===== src/rtl/load_store_unit.sv =====
// Memory-access stage: turns one RV32I load/store request into a word-aligned bus
// transaction and returns aligned, extended load data with a one-cycle response pulse.
module load_store_unit #(
    parameter int unsigned TIMEOUT_CYCLES = 255
) (
    input  logic        clk_i,
    input  logic        rst_i,
    input  logic        req_valid_i,
    output logic        req_ready_o,
    input  logic        req_we_i,
    input  logic [2:0]  req_funct3_i,
    input  logic [31:0] req_addr_i,
    input  logic [31:0] req_wdata_i,
    output logic        resp_valid_o,
    output logic [31:0] resp_rdata_o,
    output logic        resp_err_o,
    output logic        mem_valid_o,
    input  logic        mem_ready_i,
    output logic        mem_we_o,
    output logic [31:0] mem_addr_o,
    output logic [3:0]  mem_be_o,
    output logic [31:0] mem_wdata_o,
    input  logic        mem_rvalid_i,
    input  logic [31:0] mem_rdata_i
);

    typedef enum logic [1:0] {S_IDLE, S_BUS_REQ, S_BUS_RD, S_RESP} state_t;

    localparam logic [31:0] TimeoutLimit = 32'(TIMEOUT_CYCLES);

    state_t      state_q;
    logic [31:0] cnt_q;
    logic [2:0]  funct3_q;
    logic [1:0]  offs_q;
    logic        we_q;

    logic        req_ready_q;
    logic        resp_valid_q;
    logic [31:0] resp_rdata_q;
    logic        resp_err_q;
    logic        mem_valid_q;
    logic        mem_we_q;
    logic [31:0] mem_addr_q;
    logic [3:0]  mem_be_q;
    logic [31:0] mem_wdata_q;

    logic        illegal_d;
    logic [3:0]  be_d;
    logic [31:0] wdata_d;
    logic [31:0] shifted_d;
    logic [31:0] rdata_d;
    logic        timeout_d;

    // Request legality plus store lane steering, evaluated on the incoming request.
    always_comb begin
        illegal_d = 1'b0;
        be_d      = 4'b0000;
        wdata_d   = 32'h0;
        if (req_we_i) begin
            if (req_funct3_i[2] || (req_funct3_i[1:0] == 2'b11)) begin
                illegal_d = 1'b1;
            end
        end else begin
            if ((req_funct3_i[1:0] == 2'b11) || (req_funct3_i == 3'b110)) begin
                illegal_d = 1'b1;
            end
        end
        if ((req_funct3_i[1:0] == 2'b01) && req_addr_i[0]) begin
            illegal_d = 1'b1;
        end
        if ((req_funct3_i[1:0] == 2'b10) && (req_addr_i[1:0] != 2'b00)) begin
            illegal_d = 1'b1;
        end
        case (req_funct3_i[1:0])
            2'b00: begin
                be_d    = 4'b0001 << req_addr_i[1:0];
                wdata_d = {4{req_wdata_i[7:0]}};
            end
            2'b01: begin
                be_d    = 4'b0011 << {req_addr_i[1], 1'b0};
                wdata_d = {2{req_wdata_i[15:0]}};
            end
            default: begin
                be_d    = 4'b1111;
                wdata_d = req_wdata_i;
            end
        endcase
    end

    // Byte-lane extraction and sign/zero extension of the returned read word.
    always_comb begin
        shifted_d = mem_rdata_i >> {offs_q, 3'b000};
        case (funct3_q)
            3'b000:  rdata_d = {{24{shifted_d[7]}}, shifted_d[7:0]};
            3'b100:  rdata_d = {24'h0, shifted_d[7:0]};
            3'b001:  rdata_d = {{16{shifted_d[15]}}, shifted_d[15:0]};
            3'b101:  rdata_d = {16'h0, shifted_d[15:0]};
            default: rdata_d = shifted_d;
        endcase
        timeout_d = (TIMEOUT_CYCLES != 0) && ((cnt_q + 32'd1) == TimeoutLimit);
    end

    // Transaction FSM; every output is a register updated alongside the state.
    always_ff @(posedge clk_i or posedge rst_i) begin
        if (rst_i) begin
            state_q      <= S_IDLE;
            cnt_q        <= 32'h0;
            funct3_q     <= 3'b000;
            offs_q       <= 2'b00;
            we_q         <= 1'b0;
            req_ready_q  <= 1'b1;
            resp_valid_q <= 1'b0;
            resp_rdata_q <= 32'h0;
            resp_err_q   <= 1'b0;
            mem_valid_q  <= 1'b0;
            mem_we_q     <= 1'b0;
            mem_addr_q   <= 32'h0;
            mem_be_q     <= 4'b0000;
            mem_wdata_q  <= 32'h0;
        end else begin
            case (state_q)
                S_IDLE: begin
                    if (req_valid_i && req_ready_q) begin
                        funct3_q    <= req_funct3_i;
                        offs_q      <= req_addr_i[1:0];
                        we_q        <= req_we_i;
                        req_ready_q <= 1'b0;
                        if (illegal_d) begin
                            state_q      <= S_RESP;
                            resp_valid_q <= 1'b1;
                            resp_err_q   <= 1'b1;
                            resp_rdata_q <= 32'h0;
                        end else begin
                            state_q     <= S_BUS_REQ;
                            cnt_q       <= 32'h0;
                            mem_valid_q <= 1'b1;
                            mem_we_q    <= req_we_i;
                            mem_addr_q  <= {req_addr_i[31:2], 2'b00};
                            mem_be_q    <= req_we_i ? be_d : 4'b0000;
                            mem_wdata_q <= req_we_i ? wdata_d : 32'h0;
                        end
                    end
                end
                S_BUS_REQ: begin
                    cnt_q <= cnt_q + 32'd1;
                    if (mem_ready_i) begin
                        mem_valid_q <= 1'b0;
                        if (we_q) begin
                            state_q      <= S_RESP;
                            resp_valid_q <= 1'b1;
                            resp_err_q   <= 1'b0;
                            resp_rdata_q <= 32'h0;
                        end else begin
                            state_q <= S_BUS_RD;
                        end
                    end else if (timeout_d) begin
                        mem_valid_q  <= 1'b0;
                        state_q      <= S_RESP;
                        resp_valid_q <= 1'b1;
                        resp_err_q   <= 1'b1;
                        resp_rdata_q <= 32'h0;
                    end
                end
                S_BUS_RD: begin
                    cnt_q <= cnt_q + 32'd1;
                    if (mem_rvalid_i) begin
                        state_q      <= S_RESP;
                        resp_valid_q <= 1'b1;
                        resp_err_q   <= 1'b0;
                        resp_rdata_q <= rdata_d;
                    end else if (timeout_d) begin
                        state_q      <= S_RESP;
                        resp_valid_q <= 1'b1;
                        resp_err_q   <= 1'b1;
                        resp_rdata_q <= 32'h0;
                    end
                end
                default: begin
                    state_q      <= S_IDLE;
                    resp_valid_q <= 1'b0;
                    resp_err_q   <= 1'b0;
                    resp_rdata_q <= 32'h0;
                    req_ready_q  <= 1'b1;
                end
            endcase
        end
    end

    assign req_ready_o  = req_ready_q;
    assign resp_valid_o = resp_valid_q;
    assign resp_rdata_o = resp_rdata_q;
    assign resp_err_o   = resp_err_q;
    assign mem_valid_o  = mem_valid_q;
    assign mem_we_o     = mem_we_q;
    assign mem_addr_o   = mem_addr_q;
    assign mem_be_o     = mem_be_q;
    assign mem_wdata_o  = mem_wdata_q;

endmodule

===== config.mk =====
export PLATFORM = sky130hd
export DESIGN_NAME = load_store_unit
export DESIGN_NICKNAME = d
export VERILOG_FILES = /design/src/rtl/load_store_unit.sv
export SDC_FILE = /design/constraint.sdc
export NUM_CORES = 1
export LEC_CHECK = 0
export BUFFER_PORTS_ARGS = -buffer_cell sky130_fd_sc_hd__buf_2
export CAP_MARGIN = 40
export CELL_PAD_IN_SITES_DETAIL_PLACEMENT = 2
export CELL_PAD_IN_SITES_GLOBAL_PLACEMENT = 2
export CORE_ASPECT_RATIO = 0.75
export CORE_MARGIN = 4
export CORE_UTILIZATION = 32
export DETAILED_ROUTE_END_ITERATION = 6
export GPL_ROUTABILITY_DRIVEN = 0
export PLACE_DENSITY_LB_ADDON = 0.1
export SYNTH_ARGS = -nofsm -noshare
export SYNTH_HDL_FRONTEND = slang
export SYNTH_SLANG_ARGS = --single-unit

===== constraint.sdc =====
create_clock -name clk_i -period 5.6 [get_ports clk_i]
set_clock_uncertainty 0.2 [all_clocks]
set_input_delay 0.28 -clock clk_i [delete_from_list [all_inputs] [get_ports clk_i]]
set_output_delay 0.28 -clock clk_i [all_outputs]
set_load 0.05 [all_outputs]

* Word level (Yosys, flattened, before mapping)
Index checks and enable logic that the tools add are counted.
** Storage, ports and cells
- Bits in registers :: 143
- Input port bits :: 105
- Output and inout bits :: 105
- Logic and storage cells :: 99
** Cells by class
- Add/subtract/negate cells :: 1
- Equality and inequality tests :: 15
- Shift-type cells :: 3
- Multiplexer cells :: 46
- Bitwise gates (word level) :: 2
- Reductions and logical operators :: 18
** Operators by type and width (number)
- 32-bit two-way mux :: 9
- 32-bit one-hot mux with 2 select lines :: 2
- 32-bit one-hot mux with 4 select lines :: 1
- 32-bit one-hot mux with 3 select lines :: 1
- 32-bit by 1-bit adder with 32-bit output, second input constant :: 1
- 32-bit by 8-bit equality test with 1-bit output, second input constant :: 1
- 32-bit by 5-bit right shift with 32-bit output :: 1
- 1-bit two-way mux :: 21
- 2-bit two-way mux :: 5
- 3-bit equality test, second input constant :: 3
- 3-bit AND reduction :: 3
- 4-bit one-hot mux with 2 select lines :: 1
- 2-bit equality test, second input constant :: 3
- 2-bit != test, second input constant :: 3
- 3-bit != test, second input constant :: 2
- 1-bit one-hot mux with 3 select lines :: 2
- 2-bit one-hot mux with 3 select lines :: 1
- 2-bit nonzero test :: 3
- 2-bit by 1-bit equality test with 1-bit output, second input constant :: 2
- 2-bit zero test :: 2
- 4-bit two-way mux :: 1
- 1-bit one-hot mux with 2 select lines :: 2
- 2-bit AND reduction :: 2
- 4-bit AND reduction :: 1
- other kinds (8) :: 12

* Depth between registers and ports, before layout
- Word-level depth :: 9
- Depth in mapped cells :: 12
- Depth with buffers taken out :: 9

* Worst setup path after synthesis
OpenSTA, ideal clock, no wires.
- Path type :: register -> register
- From :: register cnt_q[1]
- To :: register resp_rdata_q[0], in the netlist resp_rdata_o[0]
- Setup time :: 0.137 ns
- Arrival :: 2.604 ns
- Data required time :: 5.263 ns
- Path slack :: 2.660 ns
- Stages on the path, launching flop included :: 10
- Path buffers :: 1
- Clock period less this slack :: 2.940 ns
- Cells stage by stage :: dfrtp_1 ha_1 nand4_1 nor4_4 nand4_4 a2111oi_4 o2111ai_2 o31ai_4 buf_6 o31ai_2
** Between the ends
- Longest elaborated chain between the ends :: 5
- Elaborated cells on any way between the ends :: 6
- Classes of those cells :: 1 x add/sub; 1 x eq/ne; 4 x mux
** RTL lines
- start: declaration :: line 32 : logic [31:0] cnt_q;
- start signal: assignment :: line 145 : cnt_q <= cnt_q + 32'd1;
- start signal: assignment :: line 165 : cnt_q <= cnt_q + 32'd1;
- 32-bit by 1-bit adder with 32-bit output * :: line 100 : timeout_d = (TIMEOUT_CYCLES != 0) && ((cnt_q + 32'd1) == TimeoutLimit);
- 32-bit by 8-bit equality test with 1-bit output * :: line 100
- 32-bit two-way mux *
- 32-bit two-way mux, on equally long branches
- 32-bit one-hot mux with 3 select lines *
- end signal: assignment :: line 170 : resp_rdata_q <= rdata_d;
- end: declaration :: line 39 : logic [31:0] resp_rdata_q;
Mark *: on every way between the ends. The rest lies on a longest branch, timed or not.
A chain may end at the register's enable or synchronous reset.

* Worst setup path in the final report
- From :: register cnt_q[0]
- To :: register resp_rdata_q[14], in the netlist resp_rdata_o[14]
The elaborated chain is that of the path after synthesis.

==> out/results.txt <==
GRT met1 Usage = 34.2%
fin crit period = 3.71 ns
kind of critical path = reg -> reg
largest family of logic cells by synthesized area = compound AO/OA/AOI/OAI gates
Synth cell types = 71
CP required = 5.69 ns
Pwr Density = 584 nW/um^2
largest net degree at the start of global routing = 69
Clock transition at path regs = 0.07 ns
Synth Flop Type = dfrtp_1
Reg2Reg Depth = 9
filler cell count = 2828
most common cell after layout, fill and taps aside = buf_2
I/O Buffers = 207
synthesized area per cell = 9.29 sq um
XOR/XNOR Fraction of Synth Area = 1.13%
Avg WL per Cell = 23.1 microns
DR vias = 8276
final wirelength = 34800 microns
global-route wire length before repair = 55600 microns
top-area cell type share of the netlist area = 41.9%
core area = 26000 sq um
achievable clock frequency = 0.269 GHz
Layout area overhead = 30.2%
std cell rows = 51
layout cells sized above 1 = 29.5%
Synth Cell Area = 8490 sq um
DR iter-0 viols = 425
largest area contributor in the netlist = dfrtp_1
Fin Setup TNS = 0 ns
Routed Antenna Nets = 0
Max Cap Viol = 0
# IOs = 210
Hold Path Cell Cnt = 3
Die Ht = 149 microns
final-report hold violation count = 0
proportion of synthesized area in mux cells = 10.0%
Seq cells post-synth = 143
Worst-Skew Late Latency = 0.43 ns
HPWL Detailed = 23500 microns
drt first pass iters = 4
max-slew violation count = 0
complex-gate fraction of the synthesized area = 24.6%
sequential share of the synthesized area = 42.2%
Longest Clk Path Bufs = 2
Resized cells post-CTS = 0
status = completed
adder-cell share of the synthesized area = 1.03%
WP data arrival = 3.81 ns
GR Util All Layers = 24.2%
Slew HR = 42.4%
worst-margin pin slew = 0.856 ns
startpoint types = flip-flop
total gr overflow = 0
commonest cells after routing, fill and taps aside = 207 x buf_2, 142 x dfrtp_1, 114 x o21ai_0, 93 x nand2_1, 65 x dlygate4sd3_1
Initial Util = 32.6%
fraction of registers with async set/reset = 100%
simple logic cell fraction of the synthesized area = 16.0%
RSZ-0062 raised after global routing = no
most crowded layer after global routing = met2
# clock sinks = 143
vias per std cell = 5.50
depth of the CTS H-tree = 4
cells after synthesis = 914
DIE WIDTH = 196 microns
final setup violation count = 0
IR drop worst, VDD = 0.381 mV
Hold Crit Class = in -> reg
TritonCTS clock tree = yes
met2 Use GR = 37.8%
number of flops mapped to enable cells by yosys = 0
Post-layout nets = 1259
number of global-route vias before repair = 9138
M3 GR Usage = 6.62%
total CTS buffers = 17
top area cells in the synthesized netlist = dfrtp_1 42%, o21ai_0 6.7%, mux2_2 4.9%
CP Max Fanout = 32
CP Capture Type = flip-flop
worst hold slack = 0.0597 ns
full die area = 29200 sq um
number of remaining DRC errors = 0
Period Utilization, post-route = 66.3%
CTS root buffer = clkbuf_16
initial antenna violation count = 2
synthesis warning total = 0
leakage = 0.00504 uW
==> layer usage <==
| metal | routed length [microns] | up-vias |
|---|---|---|
| met5 | 0 | - |
| met4 | 321 | 0 |
| met3 | 2280 | 18 |
| met2 | 15600 | 228 |
| met1 | 16500 | 4218 |
| li1 | - | 3812 |
==> logic make-up after synthesis <==
kind of cell	count (synthesis)
simple gates	261
xor+xnor	11
fa+ha+maj	7
mux	79
compound gates	312
buf+inv	100
other cells	1
flops	143
==> per-stage QoR <==
step	total power, uW	setup slack, ns	cell area (sq um)	util (%)	std cells
2_1_floorplan	4150	1.28	8490	-	915
3_3_place_gp	5080	1.97	9750	37.4	1404
3_5_place_dp	5200	1.87	9810	37.7	1407
4_1_cts	6450	1.86	11000	42.4	1504
5_1_grt	6860	1.57	11100	42.4	1506
6_report	6450	1.89	11100	42.4	1506
==> worst max-delay path, stage by stage (launching register included) <==
cell and delay (ns):
dfrtp_1 0.52, ha_1 0.37, nand4_1 0.24, nor4_4 0.55, xor2_1 0.19, nor4_1 0.29, nand4_1 0.26, o31ai_4 0.27
buf_4 0.53, o31ai_1 0.15
==> cell usage after synthesis (all sizes together), types with 29 or more instances <==
cell type / count
a21oi: 57
clkbuf: 54
dfrtp: 142
inv: 29
mux2: 37
mux2i: 41
nand2: 93
nand3: 29
nor2: 45
o21ai: 131
o31ai: 30
==> sequential cells by signal, summed over array words and instances, names as in the netlist, 2 cells and up <==
register / cells
funct3_q: 3
resp_rdata_o: 32
mem_addr_o: 30
mem_wdata_o: 32
cnt_q: 32
offs_q: 2
state_q: 2
mem_be_o: 4
==> power breakdown <==
part	total, uW	internal [uW]	switching [uW]
combinational	3570	914	2650
clock	1180	665	515
sequential	1700	1380	319
==> repair_timing <==
item / CTS / global route
buffers inserted: 0 / 0
hold buffers: 65 / 0
endpoints found under the hold margin: 105 / 0
==> worst paths after layout <==
kind,slack (ns),start,endpoint
setup / recovery,1.89,cnt_q[0]$_DFFE_PP0P_,resp_rdata_o[14]$_DFFE_PP0P_
hold / removal,0.06,req_wdata_i[8],mem_wdata_o[8]$_DFFE_PP0P_
setup reg to reg,1.89,cnt_q[0]$_DFFE_PP0P_,resp_rdata_o[14]$_DFFE_PP0P_
hold reg to reg,0.28,mem_wdata_o[27]$_DFFE_PP0P_,mem_wdata_o[27]$_DFFE_PP0P_
max in group asynchronous,3.99,rst_i,mem_wdata_o[17]$_DFFE_PP0P_
min in group asynchronous,0.23,rst_i,cnt_q[4]$_DFFE_PP0P_
==> area by class of cell <==
| cell class | instances | area, sq um | share of cell area (%) |
|---|---|---|---|
| Multi-Input combinational cell | 672 | 4520 | 40.9 |
| Sequential cell | 143 | 3580 | 32.4 |
| Timing Repair Buffer | 284 | 1820 | 16.4 |
| Tap cell | 344 | 430 | 3.89 |
| Clock buffer | 18 | 429 | 3.88 |
| Clock inverter | 14 | 158 | 1.43 |
| Inverter | 29 | 114 | 1.03 |
| Antenna cell | 2 | 5.00 | 0.0453 |
(Power assumes the default switching activity.)
